### src/rtl/display_pkg.sv
// Shared types and glyph constants for the multiplexed seven-segment display path.
// Segment vectors are active-low in the order {g,f,e,d,c,b,a}.
package display_pkg;

    typedef enum logic [0:0] {
        REQ_IDLE = 1'b0,
        REQ_WAIT = 1'b1
    } req_state_e;

    localparam logic [6:0] SEG_BLANK = 7'h7F;
    localparam logic [6:0] SEG_DASH  = 7'b0111111;

    localparam logic [6:0] SEG_0 = 7'b1000000;
    localparam logic [6:0] SEG_1 = 7'b1111001;
    localparam logic [6:0] SEG_2 = 7'b0100100;
    localparam logic [6:0] SEG_3 = 7'b0110000;
    localparam logic [6:0] SEG_4 = 7'b0011001;
    localparam logic [6:0] SEG_5 = 7'b0010010;
    localparam logic [6:0] SEG_6 = 7'b0000010;
    localparam logic [6:0] SEG_7 = 7'b1111000;
    localparam logic [6:0] SEG_8 = 7'b0000000;
    localparam logic [6:0] SEG_9 = 7'b0010000;

    // Active-low one-hot anode pattern for a digit index.
    function automatic logic [3:0] anode_sel(input logic [1:0] idx);
        logic [3:0] one_hot;
        one_hot = 4'b0001 << idx;
        return ~one_hot;
    endfunction

endpackage

### src/rtl/bcd_to_seg7.sv
// Combinational nibble to active-low seven-segment glyph; non-decimal nibbles show a dash.
module bcd_to_seg7
    import display_pkg::*;
(
    input  logic [3:0] nibble,
    output logic [6:0] seg_n
);

    // Glyph lookup
    always_comb begin
        seg_n = SEG_DASH;
        case (nibble)
            4'd0:    seg_n = SEG_0;
            4'd1:    seg_n = SEG_1;
            4'd2:    seg_n = SEG_2;
            4'd3:    seg_n = SEG_3;
            4'd4:    seg_n = SEG_4;
            4'd5:    seg_n = SEG_5;
            4'd6:    seg_n = SEG_6;
            4'd7:    seg_n = SEG_7;
            4'd8:    seg_n = SEG_8;
            4'd9:    seg_n = SEG_9;
            default: seg_n = SEG_DASH;
        endcase
    end

endmodule

### src/rtl/bcd_sevenseg_scan.sv
// Scans a 4-digit common-anode display from a captured packed-BCD value and
// periodically requests a fresh conversion, flagging stale when no answer arrives.
module bcd_sevenseg_scan
    import display_pkg::*;
#(
    parameter int REFRESH_DIV  = 100000,
    parameter int UPDATE_TICKS = 250,
    parameter int TIMEOUT      = 128
)
(
    input  logic        clk,
    input  logic        rst,
    input  logic [15:0] bcd_in,
    input  logic        bcd_vld,
    input  logic        blank_lz,
    output logic        conv_en,
    output logic [3:0]  an_n,
    output logic [6:0]  seg_n,
    output logic        dp_n,
    output logic        stale
);

    localparam int RW = (REFRESH_DIV  > 1) ? $clog2(REFRESH_DIV)  : 1;
    localparam int UW = (UPDATE_TICKS > 1) ? $clog2(UPDATE_TICKS) : 1;
    localparam int TW = (TIMEOUT      > 1) ? $clog2(TIMEOUT)      : 1;

    localparam logic [RW-1:0] REFRESH_LAST = RW'(REFRESH_DIV - 1);
    localparam logic [UW-1:0] UPDATE_LAST  = UW'(UPDATE_TICKS - 1);
    localparam logic [TW-1:0] TIMEOUT_LAST = TW'(TIMEOUT - 1);

    logic [RW-1:0] refresh_cnt_r;
    logic          tick_s;
    logic [1:0]    digit_idx_r;
    logic [15:0]   bcd_reg_r;

    req_state_e    state_r, state_nxt_s;
    logic [UW-1:0] upd_cnt_r, upd_cnt_nxt_s;
    logic [TW-1:0] wait_cnt_r, wait_cnt_nxt_s;
    logic          conv_en_r, conv_en_nxt_s;
    logic          stale_r, stale_nxt_s;

    logic [3:0]    nibble_s;
    logic [6:0]    glyph_s;
    logic          blank_s;
    logic [6:0]    seg_nxt_s;
    logic [3:0]    an_n_r;
    logic [6:0]    seg_n_r;
    logic          dp_n_r;

    assign tick_s = (refresh_cnt_r == REFRESH_LAST);

    // Digit-slot refresh counter
    always_ff @(posedge clk or posedge rst) begin
        if (rst) begin
            refresh_cnt_r <= '0;
        end else if (tick_s) begin
            refresh_cnt_r <= '0;
        end else begin
            refresh_cnt_r <= refresh_cnt_r + RW'(1);
        end
    end

    // Descending digit index; 0 wraps back to 3 through the 2-bit subtract
    always_ff @(posedge clk or posedge rst) begin
        if (rst) begin
            digit_idx_r <= 2'd0;
        end else if (tick_s) begin
            digit_idx_r <= digit_idx_r - 2'd1;
        end
    end

    // Result capture, accepted regardless of request state
    always_ff @(posedge clk or posedge rst) begin
        if (rst) begin
            bcd_reg_r <= 16'h0000;
        end else if (bcd_vld) begin
            bcd_reg_r <= bcd_in;
        end
    end

    // Nibble select for the active digit
    always_comb begin
        nibble_s = bcd_reg_r[3:0];
        case (digit_idx_r)
            2'd0:    nibble_s = bcd_reg_r[3:0];
            2'd1:    nibble_s = bcd_reg_r[7:4];
            2'd2:    nibble_s = bcd_reg_r[11:8];
            2'd3:    nibble_s = bcd_reg_r[15:12];
            default: nibble_s = bcd_reg_r[3:0];
        endcase
    end

    bcd_to_seg7 u_seg7 (
        .nibble (nibble_s),
        .seg_n  (glyph_s)
    );

    // A digit is leading-zero blanked only if it and every more significant digit are zero
    always_comb begin
        blank_s = 1'b0;
        if (blank_lz) begin
            case (digit_idx_r)
                2'd3:    blank_s = (bcd_reg_r[15:12] == 4'd0);
                2'd2:    blank_s = (bcd_reg_r[15:8]  == 8'd0);
                2'd1:    blank_s = (bcd_reg_r[15:4]  == 12'd0);
                default: blank_s = 1'b0;
            endcase
        end else begin
            blank_s = 1'b0;
        end
        seg_nxt_s = blank_s ? SEG_BLANK : glyph_s;
    end

    // Registered display drive
    always_ff @(posedge clk or posedge rst) begin
        if (rst) begin
            an_n_r  <= 4'hF;
            seg_n_r <= SEG_BLANK;
            dp_n_r  <= 1'b1;
        end else begin
            an_n_r  <= anode_sel(digit_idx_r);
            seg_n_r <= seg_nxt_s;
            dp_n_r  <= ~((digit_idx_r == 2'd0) && stale_r);
        end
    end

    // Request FSM next-state; a capture in the timeout cycle takes precedence
    always_comb begin
        state_nxt_s    = state_r;
        upd_cnt_nxt_s  = upd_cnt_r;
        wait_cnt_nxt_s = wait_cnt_r;
        conv_en_nxt_s  = 1'b0;
        stale_nxt_s    = stale_r;
        case (state_r)
            REQ_IDLE: begin
                if (tick_s) begin
                    if (upd_cnt_r == UPDATE_LAST) begin
                        upd_cnt_nxt_s  = '0;
                        wait_cnt_nxt_s = '0;
                        conv_en_nxt_s  = 1'b1;
                        state_nxt_s    = REQ_WAIT;
                    end else begin
                        upd_cnt_nxt_s  = upd_cnt_r + UW'(1);
                    end
                end else begin
                    upd_cnt_nxt_s = upd_cnt_r;
                end
            end
            REQ_WAIT: begin
                wait_cnt_nxt_s = wait_cnt_r + TW'(1);
                if (bcd_vld) begin
                    stale_nxt_s = 1'b0;
                    state_nxt_s = REQ_IDLE;
                end else if (wait_cnt_r == TIMEOUT_LAST) begin
                    stale_nxt_s = 1'b1;
                    state_nxt_s = REQ_IDLE;
                end else begin
                    state_nxt_s = REQ_WAIT;
                end
            end
            default: begin
                state_nxt_s = REQ_IDLE;
            end
        endcase
    end

    // Request FSM state and counters
    always_ff @(posedge clk or posedge rst) begin
        if (rst) begin
            state_r    <= REQ_IDLE;
            upd_cnt_r  <= '0;
            wait_cnt_r <= '0;
            conv_en_r  <= 1'b0;
            stale_r    <= 1'b0;
        end else begin
            state_r    <= state_nxt_s;
            upd_cnt_r  <= upd_cnt_nxt_s;
            wait_cnt_r <= wait_cnt_nxt_s;
            conv_en_r  <= conv_en_nxt_s;
            stale_r    <= stale_nxt_s;
        end
    end

    assign conv_en = conv_en_r;
    assign stale   = stale_r;
    assign an_n    = an_n_r;
    assign seg_n   = seg_n_r;
    assign dp_n    = dp_n_r;

endmodule
### config.mk
export PLATFORM = sky130hd
export DESIGN_NAME = bcd_sevenseg_scan
export DESIGN_NICKNAME = d
export VERILOG_FILES = /design/src/rtl/display_pkg.sv /design/src/rtl/bcd_to_seg7.sv /design/src/rtl/bcd_sevenseg_scan.sv
export SDC_FILE = /design/constraint.sdc
export NUM_CORES = 1
export LEC_CHECK = 0
export CORE_ASPECT_RATIO = 0.5
export CORE_MARGIN = 1.5
export CORE_UTILIZATION = 51
export CTS_CLUSTER_SIZE = 40
export DETAILED_ROUTE_END_ITERATION = 8
export GPL_TIMING_DRIVEN = 0
export MAX_ROUTING_LAYER = met4
export PLACE_DENSITY = 0.73
export SKIP_CTS_REPAIR_TIMING = 1
export SYNTH_ARGS = -nofsm -noshare
export SYNTH_HDL_FRONTEND = slang
export SYNTH_SLANG_ARGS = --single-unit
### constraint.sdc
create_clock -name clk -period 2.05 [get_ports clk]
set_input_delay 0.3075 -clock clk [delete_from_list [all_inputs] [get_ports clk]]
set_output_delay 0.3075 -clock clk [all_outputs]
set_load 0.05 [all_outputs]
# Word level (Yosys, flattened, before mapping)
# Memories as Yosys holds them, arrays and structs flattened.
# Cells that the tools add are included.
# word_totals
regBits	65
rom_bits	112
inputBits	20
elab_cells	54
n_memories	1
# op_classes
n_addsub	4
n_eq_ne	8
n_shift	1
mux	17
bitwise_logic	3
n_reduce_logical	9
# memory_table
name	depth	width	rd	rd_ports_with_merged_regs	write_ports	line_no	source
(no name shown)	16	7	1	0	0	bcd_to_seg7.sv:12	case (nibble)
# ops
op	count
$mux 7	3
$add 17x1->17 const B	1
$eq 17x17->1 const B	1
$mux 17	1
$pmux 4 s4	1
$pmux 7 s2	1
$logic_not 12->1	1
$add 8x1->8 const B	1
$eq 8x8->1 const B	1
$logic_not 8->1	1
$mux 1	8
$mux 8	1
$add 7x1->7 const B	1
$eq 7x7->1 const B	1
$reduce_and 2->1	3
$eq 2x2->1 const B	2
$logic_not 4->1	1
$ne 2x2->1 const B	2
$not 4->4	1
$shl 1x2->4 const A	1
$pmux 1 s3	1
$eq 2x1->1 const B	1
$logic_not 2->1	1
$not 1->1	2
other kinds (4)	4

# Longest topological paths before layout
# depth
ltp_word	4
ltp_mapped	8
depth_no_buf	8

# Modules after synthesis
# From an unflattened synthesis, not the netlist that was laid out.
# unflattened
hier_cells	299
hier_area_um2	3285.7
# modules_own_cells
module	n_inst	cells_per_inst	area_each_um2	seq_area_each_um2
bcd_sevenseg_scan	1	268	3045.4	1641.6
bcd_to_seg7	1	31	240.2	0.0

# Least setup slack after synthesis
# Ideal clock, no wire load.
# synth_timing
kind	flip-flop to flip-flop
startpoint	reg digit_idx_r[0]
endpoint	reg seg_n_r[3], in the netlist seg_n[3]
setup_ps	67
t_arrival_ps	1844
required_time_ps	1983
setup_slack_ps	140
stages_incl_launch_ff	9
cell_sequence	dfrtp_1 > inv_1 > ha_1 > inv_1 > mux2i_1 > inv_1 > ha_1 > a21o_1 > nand4_1
# synth_via
elab_chain_len	4
# synth_lines
item	line_no	source
start: declaration	bcd_sevenseg_scan.sv:33	logic [1:0] digit_idx_r;
start signal: assignment	bcd_sevenseg_scan.sv:68	digit_idx_r <= digit_idx_r - 2'd1;
$eq 2x2->1 (tied with other cells)	bcd_sevenseg_scan.sv:84, bcd_sevenseg_scan.sv:102	
$pmux 4 s4 or $pmux 1 s3 (tied branches)	bcd_sevenseg_scan.sv:84, bcd_sevenseg_scan.sv:102	
$mem_v2 16x7 or $mux 1 (tied branches)	n/a	
$mux 7 *	bcd_sevenseg_scan.sv:111	seg_nxt_s = blank_s ? SEG_BLANK : glyph_s;
named net seg_nxt_s[3]	bcd_sevenseg_scan.sv:45	logic [6:0] seg_nxt_s;
end signal: assignment	bcd_sevenseg_scan.sv:122	seg_n_r <= seg_nxt_s;
end: declaration	bcd_sevenseg_scan.sv:47	logic [6:0] seg_n_r;
# Mark *: on every way through the listed nets, which the timed path passes. The rest lies on a longest branch.
# A chain may end at the register's enable or synchronous reset.

# Final worst setup path
# Same ends and word-level chain as after synthesis.

==> parameters.txt <==
Parameter                              Value

Clock tree
  H-Tree Depth    3
  Clock tree from TritonCTS    done
  Source-to-sink clock delay at the later pin of the worst-skew pair    320 ps
  Maximum number of buffers from clock root to sink    2
  Clock buffers created by TritonCTS    9
  Root buffer cell    clkbuf_16
  Clk pin slew, worst setup/hold paths    50 ps
  Sink Count    65

Layout
  Count of filler cells inserted in the layout    458
  Leading cell types in the layout, fill and taps excluded    dfrtp_1, clkdlybuf4s50_1, nand2_1
  Number of nets in the finished design    371
  Ratio of cells with drive above 1 in the final layout    0.160
  Count of non-filler cells in the finished layout    432
  Layout overhead on the synthesized area    25.8%
  Diode insertion count for antenna repair    0
  Leading cell type in the layout, fill and taps excluded    dfrtp_1

Logic synthesis
  Post-synthesis async set-or-reset flop share    1.00
  Cell variety after synth    45
  Total nets after synthesis    322
  Area fraction in compound gates after synthesis    0.119
  Dominant combinational cell family by area after synthesis    simple AND/OR/NAND/NOR gates
  Post-synth EDFFs    0
  Synth Area in Adders    0.0474
  Combined area of all synthesized cells    3170 µm²
  Synth Area in Simple Gates    0.172
  Sequential share of the synthesized area    0.519
  Post-synth top flop    dfrtp_1
  Number of synthesis warnings    0
  Multiplexer share of the synthesized area    0.0767
  Number of instances in the synthesized netlist    290
  Post-synthesis sequential element count    65
  Xor and xnor fraction of the mapped netlist area    0.0387
  Avg Inst Size Synth    10.9 µm²

Timing
  Post-route clock period utilization    1.00
  Slew of the pin with the lowest slew margin    761 ps
  Final hold vios    0
  Minimum hold slack    418 ps
  Achievable Freq    487 MHz
  Relative slew margins    0.492
  Sum of negative setup slack    -4.00 ps
  Worst Skew    3.56 ps
  Pins Over Slew Limit    0
  Total setup violations reported at the end of the flow    1
  Time the worst path needs with I/O delays and setup    2050 ps
  Setup repair after global routing missed its margin    true
  Smallest setup slack after layout    -4.00 ps

Routing
  Post-detailed-route via-to-cell ratio    5.60
  Total Routed Length    6500 µm
  DRC violations left    0
  Count of nets left with antenna violations after detail routing    0
  First-pass detailed-route iteration total    4
  Post-DR wirelength/cell    15.0 µm
  Vias    2,421
  DR iter-0 viols    158

GRT
  Total gr overflow    0
  Largest net degree at the start of global routing    38
  First-pass GRT wire length    11,100 µm
  Via count of the first global-routing pass    2,388
  Number of antenna violations at the first check in global routing    0
  All-Layer GR Usage    0.223

Floorplanning
  Effective utilization at floorplan    0.525
  Floorplan Core Area    6030 µm²
  Die span in y    58.7 µm
  Number of cell rows    20
  Chip Width    114 µm
  I/O pin total    34
  Die footprint    6720 µm²

Power
  Areal power density over the cells    783 nW/µm²
  IR drop worst, VDD    0.352 mV
  Leakage power    1.71 nW

Worst setup path
  CP Max Fanout    6
  Element type at the critical path end    flip-flop
  Critical path data required time    2310 ps
  Master of the slowest instance on the critical path    a222oi_1
  Stage delay of the slowest cell on the critical path    460 ps
  CP Data Arrival Time    2310 ps
  Setup CP Type    flip-flop to flip-flop
  Cells along the critical path    buf_4 -> ha_2 -> a222oi_1 -> mux2i_4 -> inv_2 -> ha_1 -> a21o_1 -> nand4_1
  Critical path launch point type    flip-flop

Run
  Max-cap viol count    0

Run status
  Violations in the final reports    setup timing
  Status    complete, but fails checks

Place
  DP HPWL    4550 µm
  Number of cells in the design after placement    412
  Final weighted congestion in routability-driven placement    0.828
  Buffers added on ports    33
  Placement Setup Slack    -141 ps

Hold path
  Class of the most critical hold timing path    flip-flop to flip-flop
-- worst max-delay path, delay by kind of cell, from the launching register on --
family	cells	cell delay (ps)
adder cells (fa/ha/maj)	2	430
buffers and inverters	2	250
multiplexers	1	200
flip-flops	1	400
AO/OA/AOI/OAI	2	610
AND/OR/NAND/NOR	1	90
-- where the power goes --
part / switching [mW] / internal, mW
sequential: 0.0356 / 1.36
combinational: 0.195 / 0.135
clock: 0.513 / 0.877
total: 0.743 / 2.37
-- kinds of logic (layout without fill, tap and decap cells) --
kind of cell	Yosys count	after routing
and+or+nand+nor	96	96
DFF	65	65
AOI/OAI and AO/OA	58	58
buffers and inverters	23	77
muxes	22	22
xor gates and xnor gates	14	14
adders and majority gates	12	12
-- synthesized netlist by cell type, types with 2 or more instances --
library cell   n  area share
inv_1         16       0.019
ha_1          12       0.047
a31oi_1        5      0.0099
and4_1         4       0.011
mux2i_1        4       0.013
o211ai_1       4      0.0095
a21oi_1       10       0.016
dfrtp_1       53        0.42
clkbuf_1       4      0.0047
nor2_1        13       0.015
o21ai_1        9       0.014
and2_1         2      0.0040
xor2_1         4       0.011
o21ai_0        9       0.014
xnor2_1       10       0.028
or4b_4         2      0.0087
a211oi_1       2      0.0047
nor3_1         6      0.0095
and3_1         3      0.0059
mux2_1        11       0.039
nor4b_1        2      0.0055
a21o_1         4      0.0095
a211o_1        2      0.0055
o22ai_1        2      0.0040
nand3_1       13       0.021
nand2_1       25       0.030
dfstp_2       12        0.10
a222oi_1       4       0.013
or4_1          2      0.0047
or3_1          5      0.0099
nor4_1         3      0.0059
o31ai_1        4      0.0095
nand4_1       11       0.022
mux2_2         7       0.025
-- final timing paths --
kind | to | startpoint | depth (start not counted) | slack (ps)
worst max register to register | seg_n[3] | digit_idx_r[0] | 8 | -4
worst max-delay path | seg_n[3] | digit_idx_r[0] | 8 | -4
worst min-delay path | dp_n | stale | 1 | 420
max in group asynchronous | dp_n | rst | 3 | 920
min in group asynchronous | refresh_cnt_r[11] | rst | 2 | 450
worst min register to register | dp_n | stale | 1 | 420
-- through the flow --
| step | power (mW) | area (µm²) | utilization |
|---|---|---|---|
| 2_1_floorplan | 1.62 | 3170 | - |
| 4_1_cts | 3.13 | 3900 | 0.647 |
| 3_5_place_dp | 1.74 | 3630 | 0.601 |
| 3_3_place_gp | 1.72 | 3610 | 0.598 |
| 6_report | 3.12 | 3980 | 0.660 |
| 5_1_grt | 3.23 | 3980 | 0.660 |
-- flip-flops by register name (all words and copies together), names as in the netlist --
| signal | flops |
|---|---|
| seg_n | 7 |
| wait_cnt_r | 7 |
| state_r | 1 |
| an_n | 4 |
| bcd_reg_r | 16 |
| digit_idx_r | 2 |
| refresh_cnt_r | 17 |
| stale | 1 |
| conv_en | 1 |
| dp_n | 1 |
| upd_cnt_r | 8 |
-- per-layer routing --
layer,part of all wire,up-vias,GRT usage
li1,-,1172,-
met1,0.45,1188,0.259
met2,0.51,50,0.385
met3,0.031,11,0.0639
met4,0.016,0,0.0643
met5,0,-,-
-- area by class of cell --
type	count	area (µm²)	share of cell area
buffer	6	26.3	0.00660
clock buffer	13	260	0.0654
clock inverter	3	15.0	0.00377
inverter	17	63.8	0.0160
multi-input combinational	202	1480	0.372
sequential	65	1640	0.413
tap	88	110	0.0277
timing repair buffer	38	380	0.0955
(Power assumes the default switching activity.)
==> edit 1, RTL diff (config.mk and constraints unchanged) <==
Add an input register stage for `bcd_in`, `bcd_vld` and `blank_lz`, cleared by the reset; this delays them by one clock.
--- a/src/rtl/bcd_sevenseg_scan.sv
+++ b/src/rtl/bcd_sevenseg_scan.sv
@@ -28,6 +28,22 @@
     localparam logic [UW-1:0] UPDATE_LAST  = UW'(UPDATE_TICKS - 1);
     localparam logic [TW-1:0] TIMEOUT_LAST = TW'(TIMEOUT - 1);
 
+    logic [15:0] bcd_q;
+    logic bcd_vld_q;
+    logic blank_lz_q;
+
+    always_ff @(posedge clk or posedge rst) begin
+        if (rst) begin
+            bcd_q      <= '0;
+            bcd_vld_q  <= '0;
+            blank_lz_q <= '0;
+        end else begin
+            bcd_q      <= bcd_in;
+            bcd_vld_q  <= bcd_vld;
+            blank_lz_q <= blank_lz;
+        end
+    end
+
     logic [RW-1:0] refresh_cnt_r;
     logic          tick_s;
     logic [1:0]    digit_idx_r;
@@ -73,8 +89,8 @@
     always_ff @(posedge clk or posedge rst) begin
         if (rst) begin
             bcd_reg_r <= 16'h0000;
-        end else if (bcd_vld) begin
-            bcd_reg_r <= bcd_in;
+        end else if (bcd_vld_q) begin
+            bcd_reg_r <= bcd_q;
         end
     end
 
@@ -98,7 +114,7 @@
     // A digit is leading-zero blanked only if it and every more significant digit are zero
     always_comb begin
         blank_s = 1'b0;
-        if (blank_lz) begin
+        if (blank_lz_q) begin
             case (digit_idx_r)
                 2'd3:    blank_s = (bcd_reg_r[15:12] == 4'd0);
                 2'd2:    blank_s = (bcd_reg_r[15:8]  == 8'd0);
@@ -148,7 +164,7 @@
             end
             REQ_WAIT: begin
                 wait_cnt_nxt_s = wait_cnt_r + TW'(1);
-                if (bcd_vld) begin
+                if (bcd_vld_q) begin
                     stale_nxt_s = 1'b0;
                     state_nxt_s = REQ_IDLE;
                 end else if (wait_cnt_r == TIMEOUT_LAST) begin
Behaviour: not the same (Yosys sat finds a counterexample within 4 cycles, from zero or initial values and one cycle with rst high).
==> edit 1 against the original RTL <==
Maximum frequency increased by 0.86%. Clock power increased by 4%. Via count increased by 5.0%. Synthesized area increased by 14%. Cell area increased by 13%. Largest cell class unchanged. Wire length increased by 1.8%. Die area increased by 13%. Sequential cell count increased by 18. Setup slack improved by 0.017 ns. Total power increased by 13%. Synthesized cell count increased by 4.8%.
==> edit 1: results (changes against the original RTL) <==
stage,metric,value,unit,change
power,maximum VDD drop,491,uV,+40%
global_routing,first-pass GRT wire length,11100,um,-0.12%
synth,mean post-synth cell area,11.9,sq um,+8.7%
routing,initial DRC count,245,,+55%
routing,met3 WL post-DR,262,um,+28%
run_status,status,"finished, final reports clean",,
global_routing,Global Route Usage Sum,19.4,%,-2.9 points
synth,Unique masters post-synth,50,,+11%
synth,fraction of the mapped netlist area in compound gates,10.9,%,-0.97 points
finish,Largest regs,"refresh_cnt_r (17), bcd_q (16), bcd_reg_r (16)",,
placement,RD Place Congestion,0.806,,-2.7%
finish,layout net count,392,,+5.7%
worst_setup_path,Critical Path Fanout Max,5,,-1
finish,Layout Cells excl Fill,457,,+5.8%
worst_setup_path,crit path max-delay cell type,dfrtp_1,,
power,Switching Share,24.1,%,+0.21 points
finish,number of fill cells,485,,+5.9%
power,Leak,1.97,nW,+15%
finish,fraction of layout instances using a drive strength above 1,21.4,%,+5.4 points
global_routing,number of global-route vias before repair,2458,,+2.9%
routing,met2 wire len,3280,um,-0.18%
worst_setup_path,largest stage delay on the critical path,0.41,ns,-0.05 ns
synth,ranking of synthesized cells by area,"dfrtp_1, dfstp_2, mux2_2, ha_1, nand2_1",,
timing,Least-Margin Pin Slew,0.560,ns,-0.201 ns
synth,post-synthesis adder-cell area fraction,4.16,%,-0.58 points
synth,post-synth net total,336,,+4.3%
synth,sequential area share after synthesis,58.0,%,+6.1 points
routing,WL per Instance,14.5,um,-3.7%
synth,"top cells by count, synth","dfrtp_1, nand2_1, o21ai_0, mux2_2, inv_1",,
[edit 1: changes by cell type after synthesis, moves of 5 or more]
cell and delta:
mux2_2 +9, nand4_1 -5, nand3_1 -5, o21ai_1 -9
mux2_1 -11, o21ai_0 +9, dfrtp_1 +18
[edit 1: worst paths after layout]
check | startpoint | endpoint | cells after the start | slack [ns]
worst max-delay path | digit_idx_r[0] | seg_n[3] | 9 | 0.01
worst min-delay path | rst | bcd_vld_q | 2 | 0.20
worst max register to register | digit_idx_r[0] | seg_n[3] | 9 | 0.01
worst min register to register | stale | dp_n | 1 | 0.44
max in group asynchronous | rst | dp_n | 4 | 1.15
min in group clk | bcd_in[10] | bcd_q[10] | 1 | 0.41
[edit 1: area by class of cell]
| type | count | area (sq um) | area share (%) |
|---|---|---|---|
| Buffer | 9 | 40.0 | 0.890 |
| Multi-Input combinational cell | 196 | 1470 | 32.6 |
| Tap cell | 92 | 115 | 2.56 |
| Clock inverter | 6 | 42.5 | 0.945 |
| Sequential cell | 83 | 2090 | 46.5 |
| Timing Repair Buffer | 45 | 445 | 9.90 |
| Clock buffer | 10 | 229 | 5.09 |
| Inverter | 16 | 71.3 | 1.58 |
[edit 1: stage by stage]
step	hold WS (ns)	TNS, ns
4_1_cts	0.193	-0.718
6_report	0.199	0
2_1_floorplan	0.339	0
5_1_grt	0.201	-0.405
3_3_place_gp	0.414	-1.82
3_5_place_dp	0.431	-0.511
[edit 1: power groups by stage]
| stage | Combinational, W | Clock [W] | Sequential (W) |
|---|---|---|---|
| detailed placement | 0.000302 | 0 | 0.00178 |
| CTS | 0.000304 | 0.00148 | 0.00175 |
| global placement | 0.000286 | 0 | 0.00178 |
| global route | 0.000362 | 0.00156 | 0.00176 |
| finish | 0.000333 | 0.00145 | 0.00175 |
| floorplan | 0.000115 | 0 | 0.00185 |
==> edit 2, RTL diff (same settings) <==
Without the edit above. The parameter `TIMEOUT` goes from 128 to 64.
--- a/src/rtl/bcd_sevenseg_scan.sv
+++ b/src/rtl/bcd_sevenseg_scan.sv
@@ -5,7 +5,7 @@
 #(
     parameter int REFRESH_DIV  = 100000,
     parameter int UPDATE_TICKS = 250,
-    parameter int TIMEOUT      = 128
+    parameter int TIMEOUT      = 64
 )
 (
     input  logic        clk,
Formal check against the unedited RTL: no difference found for any inputs over 10 cycles, from zero or initial values and one cycle with rst high; that may be too few to reach the edited logic, so the function may still have changed.
==> edit 2 against the original RTL <==
The run still ends with negative setup slack left. Sequential cell count shrank 1. Wire length grew 0.78%. Clock skew up 0.0022 ns. Via count down 0.25%. Cell area is 0.97% higher. Setup slack lost 0.025 ns. Synthesized area shrank 2.3%. Total power grew 5.3%.
==> edit 2: results (changes against the original RTL) <==
stage,metric,value,unit,change
synth,Cells after Synth,282,,-2.8%
timing,setup TNS,-0.0293,ns,-0.0253 ns
finish,multi-input gate count,191,,-5.4%
finish,FF+latch area,0.00162,sq mm,-1.5%
global_routing,GRT met2 Usage,36.6,%,-1.9 points
run_status,failing checks,negative setup slack,,
placement,placed cells,389,,-5.6%
worst_setup_path,worst flop-to-flop path startpoint,digit_idx_r[1],,
finish,Clock Buffer Count,14,,+1
timing,WHS,0.363,ns,-0.0552 ns
global_routing,first-pass GRT wire length,10900,um,-2.1%
routing,1st-pass router iterations,7,,+3
worst_setup_path,worst setup path end,seg_n[5],,
synth,fraction of the mapped netlist area in compound gates,10.5,%,-1.3 points
finish,fraction of area in multi-input gates,35.8,%,-1.4 points
power,maximum VDD drop,473,uV,+35%
routing,Routed WL,6550,um,+0.78%
routing,routed metal-1 wire length,2960,um,+1.9%
timing,"Setup violations, final",1,,unchanged
routing,met3 WL post-DR,309,um,+51%
finish,clock network area share,7.75,%,+0.84 points
synth,post-synth net total,314,,-2.5%
run_status,status,finished with violations,,
routing,vias per cell,5.81,,+3.6%
timing,Least-Margin Pin Slew,0.781,ns,+0.0197 ns
timing,final setup margin,-0.0293,ns,-0.0253 ns
finish,number of fill cells,419,,-8.5%
floorplanning,total core area,0.00566,sq mm,-6.2%
synth,Synth Area in XOR/XNOR,4.25,%,+0.37 points
placement,placed cell area,0.00354,sq mm,-2.5%
routing,initial DRC count,199,,+26%
synth,Unique masters post-synth,49,,+8.9%
edit 2: changes by cell type in the layout (fill, tap and decap cells not counted), sizes merged, moves of 3 or more:
cell and delta:
buf +8, o21ai -6, a21oi -5, and3 +5, xor2 +5, nand2 -4, xnor2 -4, clkinvlp +3
nor3 -3, or4 +3
edit 2: report_power, final:
group	leakage, nW	switching, W	internal, W	total [W]
sequential	0.795	0.0000342	0.00134	0.00138
clock	0.149	0.000513	0.00104	0.00155
combinational	0.752	0.000205	0.000150	0.000355
total	1.70	0.000752	0.00253	0.00328
edit 2: critical path: stages, from the launching register on:
cell	delay (ns)
dfrtp_1	0.41
inv_2	0.08
ha_4	0.17
a222oi_1	0.36
mux2_4	0.26
clkinvlp_4	0.14
ha_1	0.24
nor3_1	0.22
o21ai_0	0.10
